**config.mk**
```make
export PLATFORM = sky130hd
export DESIGN_NAME = uart_32x
export DESIGN_NICKNAME = d
export VERILOG_FILES = /design/src/rtl/uart_32x.sv
export SDC_FILE = /design/constraint.sdc
export NUM_CORES = 1
export LEC_CHECK = 0
export ABC_AREA = 1
export CORE_ASPECT_RATIO = 1.5
export CORE_MARGIN = 8
export CORE_UTILIZATION = 42
export DETAILED_ROUTE_END_ITERATION = 12
export PLACE_DENSITY = 0.59
export SLEW_MARGIN = 20
export SYNTH_ARGS = -nofsm -noshare
export SYNTH_HDL_FRONTEND = slang
export SYNTH_SLANG_ARGS = --single-unit
```
**constraint.sdc**
```tcl
create_clock -name clk32 -period 2.2 [get_ports clk32]
set_clock_uncertainty 0.15 [all_clocks]
set_input_delay 0.44 -clock clk32 [delete_from_list [all_inputs] [get_ports clk32]]
set_output_delay 0.44 -clock clk32 [all_outputs]
set_load 0.02 [all_outputs]
```
**src/rtl/uart_32x.sv**
```systemverilog
// 8N1 full-duplex UART clocked at CLKS_PER_BIT times the baud rate.
// TX has a single-entry holding register; RX uses a 2-flop input synchronizer.
module uart_32x #(
    parameter int CLKS_PER_BIT = 32
) (
    input  logic       clk32,
    input  logic       reset_,
    input  logic       rx,
    output logic       tx,
    input  logic [7:0] txdata,
    input  logic       tx_enable,
    output logic [7:0] rxdata,
    output logic       rx_enable
);

    localparam int CW = $clog2(CLKS_PER_BIT);
    localparam logic [CW-1:0] LAST = CW'(CLKS_PER_BIT - 1);
    localparam logic [CW-1:0] MID  = CW'(CLKS_PER_BIT / 2 - 1);

    typedef enum logic [1:0] {
        IDLE,
        START,
        DATA,
        STOP
    } state_t;

    state_t          tx_st, tx_st_d;
    logic [CW-1:0]   tx_cnt, tx_cnt_d;
    logic [2:0]      tx_bit, tx_bit_d;
    logic [7:0]      tx_sh, tx_sh_d;
    logic [7:0]      hold, hold_d;
    logic            hold_full, hold_full_d;
    logic            tx_d;

    state_t          rx_st, rx_st_d;
    logic [CW-1:0]   rx_cnt, rx_cnt_d;
    logic [2:0]      rx_bit, rx_bit_d;
    logic [7:0]      rx_sh, rx_sh_d;
    logic            rx_s1, rx_s2;
    logic [7:0]      rxdata_d;
    logic            rx_en_d;

    always_comb begin
        tx_st_d     = tx_st;
        tx_cnt_d    = tx_cnt;
        tx_bit_d    = tx_bit;
        tx_sh_d     = tx_sh;
        hold_d      = hold;
        hold_full_d = hold_full;
        tx_d        = 1'b1;

        if (tx_st != IDLE && tx_enable) begin
            hold_d      = txdata;
            hold_full_d = 1'b1;
        end

        case (tx_st)
            IDLE: begin
                if (tx_enable) begin
                    tx_st_d  = START;
                    tx_sh_d  = txdata;
                    tx_cnt_d = '0;
                end
            end
            START: begin
                tx_cnt_d = tx_cnt + 1'b1;
                if (tx_cnt == LAST) begin
                    tx_st_d  = DATA;
                    tx_cnt_d = '0;
                    tx_bit_d = '0;
                end
            end
            DATA: begin
                tx_cnt_d = tx_cnt + 1'b1;
                if (tx_cnt == LAST) begin
                    tx_cnt_d = '0;
                    tx_sh_d  = {1'b0, tx_sh[7:1]};
                    tx_bit_d = tx_bit + 3'd1;
                    if (tx_bit == 3'd7) tx_st_d = STOP;
                end
            end
            STOP: begin
                tx_cnt_d = tx_cnt + 1'b1;
                if (tx_cnt == LAST) begin
                    tx_cnt_d = '0;
                    // A request landing on this very cycle is already in hold_d.
                    if (hold_full_d) begin
                        tx_st_d     = START;
                        tx_sh_d     = hold_d;
                        hold_full_d = 1'b0;
                    end else begin
                        tx_st_d = IDLE;
                    end
                end
            end
            default: tx_st_d = IDLE;
        endcase

        case (tx_st_d)
            START:   tx_d = 1'b0;
            DATA:    tx_d = tx_sh_d[0];
            default: tx_d = 1'b1;
        endcase
    end

    always_ff @(posedge clk32) begin
        if (!reset_) begin
            tx_st     <= IDLE;
            tx_cnt    <= '0;
            tx_bit    <= '0;
            tx_sh     <= '0;
            hold      <= '0;
            hold_full <= 1'b0;
            tx        <= 1'b1;
        end else begin
            tx_st     <= tx_st_d;
            tx_cnt    <= tx_cnt_d;
            tx_bit    <= tx_bit_d;
            tx_sh     <= tx_sh_d;
            hold      <= hold_d;
            hold_full <= hold_full_d;
            tx        <= tx_d;
        end
    end

    always_comb begin
        rx_st_d  = rx_st;
        rx_cnt_d = rx_cnt;
        rx_bit_d = rx_bit;
        rx_sh_d  = rx_sh;
        rxdata_d = rxdata;
        rx_en_d  = 1'b0;

        case (rx_st)
            IDLE: begin
                if (!rx_s2) begin
                    rx_st_d  = START;
                    rx_cnt_d = '0;
                end
            end
            START: begin
                rx_cnt_d = rx_cnt + 1'b1;
                if (rx_cnt == MID) begin
                    rx_cnt_d = '0;
                    if (rx_s2) begin
                        rx_st_d = IDLE;
                    end else begin
                        rx_st_d  = DATA;
                        rx_bit_d = '0;
                    end
                end
            end
            DATA: begin
                rx_cnt_d = rx_cnt + 1'b1;
                if (rx_cnt == LAST) begin
                    rx_cnt_d = '0;
                    rx_sh_d  = {rx_s2, rx_sh[7:1]};
                    rx_bit_d = rx_bit + 3'd1;
                    if (rx_bit == 3'd7) rx_st_d = STOP;
                end
            end
            STOP: begin
                rx_cnt_d = rx_cnt + 1'b1;
                if (rx_cnt == LAST) begin
                    // Back to IDLE at the stop midpoint to catch an early start.
                    rx_cnt_d = '0;
                    rx_st_d  = IDLE;
                    if (rx_s2) begin
                        rxdata_d = rx_sh;
                        rx_en_d  = 1'b1;
                    end
                end
            end
            default: rx_st_d = IDLE;
        endcase
    end

    always_ff @(posedge clk32) begin
        if (!reset_) begin
            rx_s1     <= 1'b1;
            rx_s2     <= 1'b1;
            rx_st     <= IDLE;
            rx_cnt    <= '0;
            rx_bit    <= '0;
            rx_sh     <= '0;
            rxdata    <= '0;
            rx_enable <= 1'b0;
        end else begin
            rx_s1     <= rx;
            rx_s2     <= rx_s1;
            rx_st     <= rx_st_d;
            rx_cnt    <= rx_cnt_d;
            rx_bit    <= rx_bit_d;
            rx_sh     <= rx_sh_d;
            rxdata    <= rxdata_d;
            rx_enable <= rx_en_d;
        end
    end

endmodule

```
---- After elaboration in Yosys (flattened, before gate mapping) ----
Cells that the tools add are included.
cells by class
  equality and inequality tests ........... 24
  multiplexer cells ....................... 39
  add/sub/neg operators ................... 4
  reductions and logical operators ........ 16
operators with widths
  operator                                                         count
  8-bit 2-to-1 mux                                                 5
  5-bit 2-to-1 mux                                                 5
  8-bit one-hot mux with 3 select lines                            1
  2-bit 2-to-1 mux                                                 11
  2-bit != test, second input constant                             11
  2-bit one-hot mux with 4 select lines                            2
  3-bit 2-to-1 mux                                                 5
  5-bit one-hot mux with 3 select lines                            1
  3-bit one-hot mux with 2 select lines                            2
  5-bit by 1-bit adder with 5-bit output, second input constant    2
  2-bit == test, second input constant                             5
  5-bit == test, second input constant                             2
  5-bit one-hot mux with 2 select lines                            1
  5-bit AND reduction                                              2
  3-bit AND reduction                                              3
  3-bit by 1-bit adder with 3-bit output, second input constant    2
  2-bit by 1-bit == test with 1-bit output, second input constant  3
  3-bit == test, second input constant                             2
  2-bit nonzero test                                               3
  5-bit by 4-bit == test with 1-bit output, second input constant  1
  1-bit 2-to-1 mux                                                 5
  2-bit zero test                                                  2
  4-bit AND reduction                                              1
  3-bit nonzero test                                               1
  5 further kinds                                                  5
word-level totals
  bits in registers ....................... 57
  logic and storage cells ................. 99

---- Longest topological paths before layout ----
  depth after elaboration ................. 8
  mapped depth ............................ 12
  mapped depth without buffers ............ 12

---- Worst setup path after synthesis ----
OpenSTA, ideal clock, no wires.
  kind .................................... reg-to-reg
  start point ............................. register rx_cnt[0]
  end point ............................... register rxdata[5]
  period minus slack after synthesis ...... 1.840 ns
  data arrival time ....................... 1.620 ns
  path buffers ............................ 1
  data required time ...................... 1.980 ns
  stages on the path, launching flop included .. 10
  path slack .............................. 0.360 ns
  cell sequence ........................... dfxtp_1 > ha_1 > nand2_1 > nor2_1 > ha_1 > nand4_1 > inv_1 > buf_2 > o21ai_0 > a21oi_1
on the way
  cells in the longest elaborated chain, start to end .. 2
ends and longest elaborated chain
  what                                  RTL line  RTL
  start: declaration                    36        logic [CW-1:0] rx_cnt, rx_cnt_d;
  start signal: assignment              192       rx_cnt <= rx_cnt_d;
  5-bit == test                         164       if (rx_cnt == LAST) begin
  3-bit AND reduction (no source line)  -
  end signal: assignment                195       rxdata <= rxdata_d;
  end: declaration                      12        output logic [7:0] rxdata,
Every way passes these cells.
A chain may end at the register's enable or synchronous reset.

---- Worst setup path after layout ----
  start point ............................. register tx_cnt[0]
  end point ............................... register tx_sh[7]
on the way
  cells in the longest elaborated chain, start to end .. 3
ends and longest elaborated chain
  what                                      RTL line  RTL
  start: declaration                        28        logic [CW-1:0] tx_cnt, tx_cnt_d;
  start signal: assignment                  117       tx_cnt <= tx_cnt_d;
  5-bit == test (*)                         75, 84
  2-bit != test (no source line)            -
  5-bit AND reduction (no source line) (*)  -
  end signal: assignment                    119       tx_sh <= tx_sh_d;
  end: declaration                          30        logic [7:0] tx_sh, tx_sh_d;
Mark *: on every way between the ends. The rest lies on a longest branch, timed or not.

==> results.sh <==
export IMPL_ys_warn_count=0
export IMPL_ys_ff_latch=57
export IMPL_cap_violations=0
export IMPL_synth_edf_count=0
export IMPL_num_rows=35
export IMPL_timing_critical_path_from="tx_cnt[0]$_SDFFE_PN0P_"
export IMPL_initial_core_util=0.428
export IMPL_overflow=0
export IMPL_powerDensity_nw_per_um2=736
export IMPL_timing_hold_violations_final=0
export IMPL_synth_ff_type="dfxtp_1"
export IMPL_drtPass1Iterations=4
export IMPL_max_freq_ghz=0.502
export IMPL_highest_layer="met4"
export IMPL_syn_num_nets=359
export IMPL_post_route_drc_count=0
export IMPL_async_flop_share=0
export IMPL_wl_met2_um=2830
export IMPL_cp_data_arrival_time_ps=2060
export IMPL_setup_violations=0
export IMPL_crit_end="tx_sh[7]$_SDFFE_PN0P_"
export IMPL_status="complete, no violations"
export IMPL_area_growth_pct=19.4
export IMPL_r2r_start="tx_cnt[0]$_SDFFE_PN0P_"
export IMPL_clk_latency_ps=330
export IMPL_instances_no_fill=444
export IMPL_drive_gt1_frac=0.141
export IMPL_final_period_utilization=0.906
export IMPL_r2r_end="tx_sh[7]$_SDFFE_PN0P_"
export IMPL_setup_tns_ps=0
export IMPL_die_w_um=80.0
export IMPL_whs_path_depth=1
export IMPL_ctsRootBufferMaster="clkbuf_8"
export IMPL_end_kind="flop"
export IMPL_synth_top_cell_area_share=0.442
export IMPL_critPathLaunchType="flop"
export IMPL_io_pin_count=22
export IMPL_grt_pass1_vias=2163
export IMPL_first_iter_violations=125
export IMPL_cts_buffers=9
export IMPL_seq_area_frac_synth=0.442
export IMPL_period_needed_ps=1990
export IMPL_synth_area_per_cell_um2=7.69
export IMPL_diodes=0
export IMPL_avgRoutedWirePerCell_um=12.4
export IMPL_cts_setup_buffers=0
export IMPL_post_synth_top_count_cell="nand2_1"
export IMPL_htree_num_levels=3
export IMPL_viasPerCell=4.97
export IMPL_path_class="reg2reg"
export IMPL_routabilityCongestion=0.829
export IMPL_wl_met3_um=218
export IMPL_syn_inst=336
export IMPL_hold_path_class="reg2reg"
export IMPL_clock_path_buffers=2
export IMPL_regToRegSetupSlack_ps=210
export IMPL_slew_violations=0
export IMPL_core_area_um2=6040
export IMPL_dieArea_um2=8970
export IMPL_cts_tree="yes"
export IMPL_cts_sinks=57
export IMPL_dp_cells=428
export IMPL_nets=388
export IMPL_tightest_slew_ps=430
export IMPL_critPathRequiredTime_ps=2260
export IMPL_grt_pass1_wl_um=9600
export IMPL_ant_nets=0
export IMPL_grt_start_max_net_pins=30
export IMPL_yosysTopAreaCell="dfxtp_1"
export IMPL_wl_met1_um=2310
export IMPL_rr_worst_depth=11
export IMPL_totalWireLength_um=5480
export IMPL_max_slew_margin_rel=0.712
export IMPL_p_leak_uw=0.00125
export IMPL_via_count=2208
export IMPL_grt_usage=0.133
export IMPL_path_max_fanout=8
export IMPL_port_buffers=21
export IMPL_netlist_area_um2=2580
export IMPL_synthDistinctLibCells=32
export IMPL_ys_top_cells_by_area="dfxtp_1 44%, nand2_1 8.6%, a21oi_1 7.4%"
export IMPL_die_y_um=112
export IMPL_synth_common_cells="59 x nand2_1, 57 x dfxtp_1, 38 x a21oi_1"
export IMPL_path_clk_slew_ps=70
export IMPL_antenna_found_initial=0
export IMPL_dpl_hpwl_um=4030
export IMPL_irDropWorstVdd_mv=0.298
-- critical path: stages, from the launching register on --
cell and delay, ps:
dfxtp_1 370, ha_1 180, nand2_1 70, nor2_1 140, ha_1 270, inv_1 90, nor2_2 180, nand2_4 110
nand2_2 80, nand2_4 70, a21oi_1 130, nor2_1 50
-- per-layer routing --
layer,track usage,vias up
li1,-,1161
met1,0.142,998
met2,0.228,38
met3,0.0392,11
met4,0.0622,0
met5,0,-
-- state kept, by name (all words and copies together) (netlist names), named ones only --
register   flops
hold           8
hold_full      1
rx_bit         3
rx_cnt         5
rx_enable      1
rx_s1          1
rx_s2          1
rx_sh          8
rx_st          1
rxdata         8
tx             1
tx_bit         3
tx_cnt         5
tx_sh          8
tx_st          2
-- cell families (layout without fill, tap and decap cells) --
| group | after synthesis | count (layout) | share of synthesized area |
|---|---|---|---|
| DFF | 57 | 57 | 0.442 |
| AOI/OAI and AO/OA | 84 | 84 | 0.181 |
| adders and majority gates | 11 | 11 | 0.0533 |
| xor gates and xnor gates | 2 | 2 | 0.00678 |
| and+or+nand+nor | 129 | 129 | 0.232 |
| buffers and inverters | 53 | 87 | 0.0852 |
-- placed cells by master, fill, tap and decap left out, types with 3 or more instances in the layout --
cell type	Yosys	layout
inv_1	36	35
buf_4	1	7
nor3_2	3	3
nor2_2	3	4
inv_2	3	4
nand2_1	59	59
clkdlybuf4s50_1	0	21
o21ai_0	22	22
nand2_4	3	3
clkbuf_8	0	10
o21ai_1	6	6
ha_1	11	9
nand3_1	18	18
nor2_1	33	32
clkinv_1	4	4
dfxtp_1	57	57
nand2_2	4	4
o21ai_2	4	4
a21oi_1	38	38
a31oi_1	6	6
-- how the worst min path moves through the flow --
stage,endpoint,from,slack [ps]
finish,rx_s2$_SDFF_PN1_,rx_s1$_SDFF_PN1_,280
global route,rx_s2$_SDFF_PN1_,rx_s1$_SDFF_PN1_,300
global placement,rx_s2$_SDFF_PN1_,rx_s1$_SDFF_PN1_,250
floorplan,rx_s2$_SDFF_PN1_,rx_s1$_SDFF_PN1_,240
detailed placement,rx_s2$_SDFF_PN1_,rx_s1$_SDFF_PN1_,250
CTS,rx_s2$_SDFF_PN1_,rx_s1$_SDFF_PN1_,280
-- repair_timing --
action,in CTS,in global routing
resized for setup,0,4
hold buffers,0,0
setup endpoints to repair,0,9
-- metrics by stage --
stage	utilization	hold slack (ps)	setup WS [ps]	power [uW]	cell area [um^2]
after floorplan	-	243	360	1260	2580
after global placement	0.477	249	145	1330	2880
after detailed placement	0.477	255	101	1330	2880
after CTS	0.509	278	59.1	2300	3080
after global routing	0.510	299	-5.76	2380	3080
final	0.510	277	207	2270	3080
-- area by class of cell --
type                            instances  area [um^2]
Timing Repair Buffer                   28          263
Clock buffer                           11          141
Sequential cell                        57         1140
Fill cell                             614         2960
Clock inverter                          5         55.1
Tap cell                               74         92.6
Inverter                               43          161
Multi-Input combinational cell        226         1230
-- report_power, final --
group	internal, uW	total (uW)	switching, uW	leakage [uW]
clock network	550	966	417	0.0000953
registers	1070	1100	27.7	0.000464
logic	80.1	209	129	0.000692
total	1700	2270	573	0.00125
No activity file was read; power rests on OpenSTA's default activity.
